<file path="config.mk">
export PLATFORM = sky130hd
export DESIGN_NAME = eth_frame_packetizer
export DESIGN_NICKNAME = d
export VERILOG_FILES = /design/src/rtl/eth_pkg.sv /design/src/rtl/pixel_prefetch_fifo.sv /design/src/rtl/eth_frame_packetizer.sv
export SDC_FILE = /design/constraint.sdc
export NUM_CORES = 1
export LEC_CHECK = 0
export ABC_AREA = 1
export BUFFER_PORTS_ARGS = -buffer_cell sky130_fd_sc_hd__buf_4
export CAP_MARGIN = 5
export CORE_ASPECT_RATIO = 1.2
export CORE_MARGIN = 1
export CORE_UTILIZATION = 55
export CTS_CLUSTER_SIZE = 16
export DETAILED_ROUTE_END_ITERATION = 10
export PLACE_DENSITY_LB_ADDON = 0.25
export SYNTH_ARGS = -nofsm -noshare
export SYNTH_HDL_FRONTEND = slang
export SYNTH_SLANG_ARGS = --single-unit
</file>
<file path="constraint.sdc">
create_clock -name clk_in -period 3.2 [get_ports clk_in]
set_input_delay 0.16 -clock clk_in [delete_from_list [all_inputs] [get_ports clk_in]]
set_output_delay 0.16 -clock clk_in [all_outputs]
set_load 0.02 [all_outputs]
</file>
<file path="src/rtl/eth_pkg.sv">
// Shared definitions for the Ethernet frame packetizer: FSM states, header
// layout constants and byte/dibit helpers.
package eth_pkg;

    typedef enum logic [1:0] {
        ST_IDLE    = 2'd0,
        ST_HEADER  = 2'd1,
        ST_PAYLOAD = 2'd2,
        ST_GAP     = 2'd3
    } eth_state_t;

    localparam int HEADER_BYTES = 4;
    localparam int DIBITS_PER_BYTE = 4;
    localparam logic [15:0] DEFAULT_HEADER_MAGIC = 16'hA55A;

    // Header byte order: magic high, magic low, frame id, packet index.
    function automatic logic [7:0] header_byte(
        input logic [15:0] magic,
        input logic [7:0]  frame_id,
        input logic [7:0]  packet_idx,
        input logic [1:0]  idx
    );
        logic [7:0] b;
        case (idx)
            2'd0:    b = magic[15:8];
            2'd1:    b = magic[7:0];
            2'd2:    b = frame_id;
            default: b = packet_idx;
        endcase
        return b;
    endfunction

    function automatic logic [1:0] dibit_of(input logic [7:0] b, input logic [1:0] idx);
        logic [7:0] s;
        s = b >> {idx, 1'b0};
        return s[1:0];
    endfunction

endpackage

</file>
<file path="src/rtl/pixel_prefetch_fifo.sv">
// Four-entry pixel FIFO fed by a fixed-latency frame buffer read port; tracks
// reads in flight so the issuer never overcommits the storage.
module pixel_prefetch_fifo
#(
    parameter int BRAM_LATENCY = 2
) (
    input  logic       clk,
    input  logic       rst_n,
    input  logic       issue,
    input  logic [7:0] pixel,
    input  logic       pop,
    output logic [7:0] head,
    output logic       can_issue
);

    logic [7:0]          mem [4];
    logic [1:0]          wr_ptr;
    logic [1:0]          rd_ptr;
    logic [2:0]          count;
    logic [2:0]          inflight;
    logic [BRAM_LATENCY:0] vld;
    logic                wr;

    // vld[0] marks the cycle the address is on the port; data lands BRAM_LATENCY later.
    assign wr        = vld[BRAM_LATENCY];
    assign head      = mem[rd_ptr];
    assign can_issue = ({1'b0, count} + {1'b0, inflight}) < 4'd4;

    always_ff @(posedge clk or negedge rst_n) begin
        if (!rst_n) begin
            vld      <= '0;
            wr_ptr   <= 2'd0;
            rd_ptr   <= 2'd0;
            count    <= 3'd0;
            inflight <= 3'd0;
        end else begin
            vld      <= {vld[BRAM_LATENCY-1:0], issue};
            inflight <= inflight + {2'b0, issue} - {2'b0, wr};
            count    <= count + {2'b0, wr} - {2'b0, pop};
            if (wr) begin
                wr_ptr <= wr_ptr + 2'd1;
            end
            if (pop) begin
                rd_ptr <= rd_ptr + 2'd1;
            end
        end
    end

    always_ff @(posedge clk) begin
        if (wr) begin
            mem[wr_ptr] <= pixel;
        end
    end

endmodule

</file>
<file path="src/rtl/eth_frame_packetizer.sv">
// Cuts a frame from the frame buffer into header-prefixed packets and streams
// them as LSB-first dibits with stall back-pressure and inter-packet gaps.
module eth_frame_packetizer
    import eth_pkg::*;
#(
    parameter int          PIXELS_PER_PACKET = 320,
    parameter int          NUM_PIXELS        = 76800,
    parameter int          IPG_CYCLES        = 48,
    parameter int          BRAM_LATENCY      = 2,
    parameter logic [15:0] HEADER_MAGIC      = DEFAULT_HEADER_MAGIC
) (
    input  logic        clk_in,
    input  logic        rst_n_in,
    input  logic        start_in,
    input  logic        stall_in,
    input  logic [7:0]  pixel_in,
    output logic [16:0] pixel_addr_out,
    output logic        axiov_out,
    output logic [1:0]  axiod_out,
    output logic        busy_out,
    output logic        frame_done_out,
    output eth_state_t  state_dbg
);

    localparam int          NUM_PACKETS = NUM_PIXELS / PIXELS_PER_PACKET;
    localparam logic [17:0] NUM_PIX_L   = 18'(NUM_PIXELS);
    localparam logic [15:0] LAST_HDR    = 16'(HEADER_BYTES - 1);
    localparam logic [15:0] LAST_PIX    = 16'(PIXELS_PER_PACKET - 1);
    localparam logic [15:0] LAST_GAP    = 16'(IPG_CYCLES - 1);
    localparam logic [15:0] LAST_PKT    = 16'(NUM_PACKETS - 1);
    localparam logic [1:0]  LAST_DIB    = 2'(DIBITS_PER_BYTE - 1);

    eth_state_t  state, state_n;
    logic [1:0]  dib, dib_n;
    logic [15:0] byte_cnt, byte_n;
    logic [15:0] gap_cnt, gap_n;
    logic [15:0] pkt_cnt, pkt_n;
    logic [7:0]  frame_id, fid_n;
    logic [7:0]  tx_byte, txb_n;
    logic        v_n;
    logic [1:0]  d_n;
    logic        done_n;
    logic        accept;
    logic        pop;
    logic [7:0]  hb;
    logic [7:0]  fifo_head;
    logic        can_issue;
    logic        issue;
    logic [17:0] fetch_cnt;

    assign state_dbg = state;
    assign accept    = axiov_out && !stall_in;
    assign issue     = (state != ST_IDLE) && can_issue && (fetch_cnt < NUM_PIX_L);

    pixel_prefetch_fifo #(
        .BRAM_LATENCY(BRAM_LATENCY)
    ) u_fifo (
        .clk      (clk_in),
        .rst_n    (rst_n_in),
        .issue    (issue),
        .pixel    (pixel_in),
        .pop      (pop),
        .head     (fifo_head),
        .can_issue(can_issue)
    );

    // Prefetch walks the frame linearly; the counter parks at zero while idle.
    always_ff @(posedge clk_in or negedge rst_n_in) begin
        if (!rst_n_in) begin
            fetch_cnt      <= 18'd0;
            pixel_addr_out <= 17'd0;
        end else if (state == ST_IDLE) begin
            fetch_cnt      <= 18'd0;
            pixel_addr_out <= 17'd0;
        end else if (issue) begin
            fetch_cnt      <= fetch_cnt + 18'd1;
            pixel_addr_out <= fetch_cnt[16:0];
        end
    end

    always_ff @(posedge clk_in or negedge rst_n_in) begin
        if (!rst_n_in) begin
            state          <= ST_IDLE;
            dib            <= 2'd0;
            byte_cnt       <= 16'd0;
            gap_cnt        <= 16'd0;
            pkt_cnt        <= 16'd0;
            frame_id       <= 8'd0;
            tx_byte        <= 8'd0;
            axiov_out      <= 1'b0;
            axiod_out      <= 2'd0;
            busy_out       <= 1'b0;
            frame_done_out <= 1'b0;
        end else begin
            state          <= state_n;
            dib            <= dib_n;
            byte_cnt       <= byte_n;
            gap_cnt        <= gap_n;
            pkt_cnt        <= pkt_n;
            frame_id       <= fid_n;
            tx_byte        <= txb_n;
            axiov_out      <= v_n;
            axiod_out      <= d_n;
            busy_out       <= (state_n != ST_IDLE);
            frame_done_out <= done_n;
        end
    end

    // Output registers are loaded with the next dibit so axiod_out/axiov_out
    // hold unchanged on any edge that does not accept.
    always_comb begin
        state_n = state;
        dib_n   = dib;
        byte_n  = byte_cnt;
        gap_n   = gap_cnt;
        pkt_n   = pkt_cnt;
        fid_n   = frame_id;
        txb_n   = tx_byte;
        v_n     = axiov_out;
        d_n     = axiod_out;
        done_n  = 1'b0;
        pop     = 1'b0;
        hb      = 8'd0;
        unique case (state)
            ST_IDLE: begin
                if (start_in) begin
                    state_n = ST_HEADER;
                    pkt_n   = 16'd0;
                    byte_n  = 16'd0;
                    dib_n   = 2'd0;
                    hb      = header_byte(HEADER_MAGIC, frame_id, 8'd0, 2'd0);
                    txb_n   = hb;
                    v_n     = 1'b1;
                    d_n     = dibit_of(hb, 2'd0);
                end
            end
            ST_HEADER: begin
                if (accept) begin
                    if (dib != LAST_DIB) begin
                        dib_n = dib + 2'd1;
                        d_n   = dibit_of(tx_byte, dib + 2'd1);
                    end else begin
                        dib_n = 2'd0;
                        if (byte_cnt == LAST_HDR) begin
                            state_n = ST_PAYLOAD;
                            byte_n  = 16'd0;
                            pop     = 1'b1;
                            txb_n   = fifo_head;
                            d_n     = dibit_of(fifo_head, 2'd0);
                        end else begin
                            byte_n = byte_cnt + 16'd1;
                            hb     = header_byte(HEADER_MAGIC, frame_id, pkt_cnt[7:0],
                                                 byte_cnt[1:0] + 2'd1);
                            txb_n  = hb;
                            d_n    = dibit_of(hb, 2'd0);
                        end
                    end
                end
            end
            ST_PAYLOAD: begin
                if (accept) begin
                    if (dib != LAST_DIB) begin
                        dib_n = dib + 2'd1;
                        d_n   = dibit_of(tx_byte, dib + 2'd1);
                    end else begin
                        dib_n = 2'd0;
                        if (byte_cnt == LAST_PIX) begin
                            state_n = ST_GAP;
                            gap_n   = 16'd0;
                            v_n     = 1'b0;
                            d_n     = 2'd0;
                        end else begin
                            byte_n = byte_cnt + 16'd1;
                            pop    = 1'b1;
                            txb_n  = fifo_head;
                            d_n    = dibit_of(fifo_head, 2'd0);
                        end
                    end
                end
            end
            ST_GAP: begin
                if (gap_cnt == LAST_GAP) begin
                    if (pkt_cnt == LAST_PKT) begin
                        state_n = ST_IDLE;
                        done_n  = 1'b1;
                        fid_n   = frame_id + 8'd1;
                    end else begin
                        state_n = ST_HEADER;
                        pkt_n   = pkt_cnt + 16'd1;
                        byte_n  = 16'd0;
                        dib_n   = 2'd0;
                        hb      = header_byte(HEADER_MAGIC, frame_id, pkt_n[7:0], 2'd0);
                        txb_n   = hb;
                        v_n     = 1'b1;
                        d_n     = dibit_of(hb, 2'd0);
                    end
                end else begin
                    gap_n = gap_cnt + 16'd1;
                end
            end
            default: begin
                state_n = ST_IDLE;
            end
        endcase
    end

endmodule
</file>
==> metrics.md <==
| Metric | Value |
|---|---|
| Die span in x | between 100 and 150 um |
| R2r setup slk | 0.38 ns |
| Slowest CP cell | fa_1 |
| Post-synthesis to final-layout area growth | 12.9% |
| Hold path startpoint | stall_in |
| Slew Viols, Final | 0 |
| GRT Overall Usage | 26.3% |
| Net count after synthesis | about 1,100 |
| Syn Inst Count | 1,097 |
| Synth area leader | dfrtp_1 |
| Worst-path maximum fanout | 7 |
| Post-route DRC | 0 |
| Seq/Total Area, Yosys | between 40% and 50% |
| Share of layout cells above drive strength 1 | 8.27% |
| Met1 Wirelength | roughly 8400 um |
| Initial antenna violation count | 0 |
| Yosys warns | 0 |
| Post-synth EDFFs | 32 |
| Area of the multi-input gates | just under 4000 um2 |
| GRT overflow | 0 |
| Htree depth | 4 |
| Total power | 5.67 mW |
| Critical Path Start Type | register |
| Storage element area | 3990 um2 |
| Worst Hold Depth | 4 |
| Dominant synthesized flop cell | dfrtp_1 |
| Clock Latency Late Sink | 0.43 ns |
| TritonCTS clock tree | yes |
| CTS-repair resized insts | 0 |
| Xor and xnor area share after synthesis | 4.29% |
| FFs w/ async S/R, synth | 79.1% |
| Post-DP HPWL | about 13,000 um |
| CORE AREA | around 15,000 um2 |
| Arrival time at the worst endpoint | ~3.1 ns |
| Detailed Route WL | a little under 20,000 um |
| Synth Area in Compound Gates | 8.53% |
| Fin. Hold Viols | 0 |
| Pin count of the biggest net entering global routing | just under 80 |
| Post-detailed-route count of antenna-violating nets | 0 |
| Hold Crit Class | in2reg |
| Largest stage delay, worst path | between 0.4 and 0.5 ns |
| VDD IR max | 0.387 mV |
| Largest family of logic cells by synthesized area | simple AND/OR/NAND/NOR gates |
| Setup violations, final | 0 |
| Iter 0 DRT Violations | 615 |
| Crit share post-route | 88.3% |
| Die Ht | 139 um |
| Pre-antenna DRT Iters | 5 |
| Worst-path cell chain | nor2_1 -> nand2_1 -> nor2_1 -> nand2_1 -> nand2_1 -> nand4_1 -> inv_1 -> ha_1 -> inv_1 -> ha_1 -> inv_1 -> fa_1 -> inv_1 |
| DIE AREA | 16,100 um2 |
| Unrepaired setup endpoints after global routing | false |
| Non-filler cells, final | 1,353 |
| Reg clk slew, reported paths | ~0.06 ns |
| Cell variety after synth | 37 |
| Worst R2R Start | byte_cnt[11]$_DFFE_PN0P_ |
| Inserted Diodes | 0 |
| PD cells | 585 nW/um2 |
| Nets@finish | 1,175 |
| Crit path kind | reg2reg |
| Root Driver | clkbuf_16 |
| Post-synthesis mux area share | 0% |
| Clock sink count | ~150 |
| Inst Count DP | 1,312 |
| Synth area leaders | dfrtp_1 (35%), nand2_1 (14%), edfxtp_1 (11%) |
| RR Endpoint | u_fifo.count[1]$_DFF_PN0_ |
| First-pass GRT wire length | 33,400 um |
| Status | finished, final reports clean |
| Port buffer count | 35 |
| CP endpoint kind | register |
| Worst path bufs/invs | 4 |
| R2r worst-path depth | 13 |
| Min Tclk post-route | 2.82 ns |
| Initial Utilization | around 57% |
| Vias | 7,232 |
| Family with the most delay on the worst path | simple AND/OR/NAND/NOR gates |
| Share of the synthesized area in the top cell type | a little over a third |
| Maximum clock skew at final layout | 0.0151 ns |
| Leakage | roughly 4.5 nW |
| Fmax | 0.354 GHz |
| Met2 WL | 9420 um |
| Synth Area in Simple Gates | 29.4% |
| Fill cells | 1,316 |
| Max clock buf depth | 2 |
| WL/cell | 14.3 um |
| Vias in the first global route | 7,132 |
| Top cell by count, worst path | inv_1 |
| Worst EP required | roughly 3.5 ns |
| Post-Syn Area per Cell | 7.82 um2 |
| Adder-cell share of the synthesized area | 4.11% |
| Relative slew slack | 33.1% |
| Number of synthesized register bits | 153 |
| Least-Margin Pin Slew | 1.00 ns |
| CTS buffer count | 17 |
| Placement row count | 49 |
| Final Wtd Congestion | 0.899 |
| # IOs | 36 |
| Top layer in use | met4 |
| WHS | 0.0845 ns |
| Maxcap violations | 0 |
| Vias per inst | 5.35 |
| Met3 WL post-DR | roughly 940 um |
| Worst Hold End | dib[0]$_DFFE_PN0P_ |
| Setup_tns | 0 ns |
| Mapped cell area | 8580 um2 |
per-layer routing:
metal	GRT usage, %	vias to the layer above
met2	43.2	194
met1	34.1	3357
met3	4.50	43
met5	0	-
met4	11.0	0
li1	-	3638
metrics by stage:
stage / utilization (%) / setup slack (ns) / instance area, um2
floorplan: - / 0.612 / 8580
global placement: 59.5 / 0.535 / 9010
detailed placement: 59.5 / 0.423 / 9010
CTS: 64.0 / 0.370 / 9690
global route: 64.0 / 0.0876 / 9690
finish: 64.0 / 0.376 / 9690
synth_stat cells, types with 3 or more instances:
cell      instances
dfrtp_1         121
o21ai_0          73
xor2_1           36
a21oi_1          23
o22ai_1           7
nand3_1          86
ha_1             25
inv_2             4
nor2_1          123
buf_6             4
inv_1           109
nor3_1           19
o211ai_1          6
nor2_4            4
xnor2_1           6
edfxtp_1         32
nand3b_1          8
clkinv_1          4
nand2_1         310
o31ai_1           4
nand4_1          26
nor2_2            3
clkbuf_1         17
buf_2            10
nand2_2           4
o21ai_1          15
registers in the layout, indices dropped and copies added, names as in the netlist, 8 cells and up:
name and cells:
gap_cnt 16, byte_cnt 16, pixel_addr_out 17, tx_byte 8, fetch_cnt 18, u_fifo.mem 32
frame_id 8, pkt_cnt 16
how the worst max path moves through the flow:
stage,start,end,slack [ns],cells after the start
final,byte_cnt[11]$_DFFE_PN0P_,u_fifo.count[1]$_DFF_PN0_,0.38,13
after global routing,byte_cnt[11]$_DFFE_PN0P_,u_fifo.count[1]$_DFF_PN0_,0.09,13
after CTS,byte_cnt[11]$_DFFE_PN0P_,u_fifo.count[1]$_DFF_PN0_,0.37,13
after detailed placement,byte_cnt[11]$_DFFE_PN0P_,u_fifo.count[1]$_DFF_PN0_,0.42,13
after global placement,byte_cnt[11]$_DFFE_PN0P_,u_fifo.count[2]$_DFF_PN0_,0.53,13
after floorplan,state_dbg[0]$_DFF_PN0_,u_fifo.count[2]$_DFF_PN0_,0.61,13
cell type report:
type	instances	share of cell area, %
Sequential cell	153	41.2
Clock inverter	14	1.67
Inverter	117	4.53
Multi-Input combinational cell	793	41.0
Timing Repair Buffer	54	4.54
Clock buffer	18	4.43
Tap cell	204	2.63
placed cells by master (no fill, tap or decap), types with 6 or more instances in the layout:
cell | netlist | final
o21ai_1 | 15 | 15
o211ai_1 | 6 | 6
ha_1 | 25 | 25
xor2_1 | 36 | 36
dfrtp_1 | 121 | 121
edfxtp_1 | 32 | 32
nand4_1 | 26 | 26
a21oi_1 | 23 | 23
o22ai_1 | 7 | 7
nand2_1 | 310 | 310
inv_1 | 109 | 109
nand3b_1 | 8 | 8
nand3_1 | 86 | 86
nor3_1 | 19 | 19
nor2_1 | 123 | 123
clkbuf_16 | 0 | 17
dlygate4sd3_1 | 0 | 9
o21ai_0 | 73 | 73
xnor2_1 | 6 | 6
buf_4 | 2 | 44
kinds of logic (layout without fill, tap and decap cells):
family / after synthesis / in the layout
compound gates: 135 / 135
fa+ha+maj: 27 / 27
xor+xnor: 42 / 42
simple gates: 589 / 589
flops: 153 / 153
buf+inv: 151 / 203
timing repair:
item,CTS,global route
hold buffers,9,0
buffers inserted,0,0
hold endpoints to repair,106,0
worst register-to-register path: stages (launching register included):
cell and delay [ns]:
dfrtp_1 0.45, nor2_1 0.35, nand2_1 0.13, nor2_1 0.19
nand2_1 0.14, nand2_1 0.18, nand4_1 0.18, inv_1 0.12
ha_1 0.23, inv_1 0.05, ha_1 0.13, inv_1 0.05
fa_1 0.48, inv_1 0.04
report_power, final:
part / switching (mW) / internal [mW] / total (mW)
Clock: 0.850 / 1.17 / 2.02
Sequential: 0.121 / 2.11 / 2.23
Combinational: 1.00 / 0.414 / 1.42
Note: power is estimated with default switching activity, not from simulation.
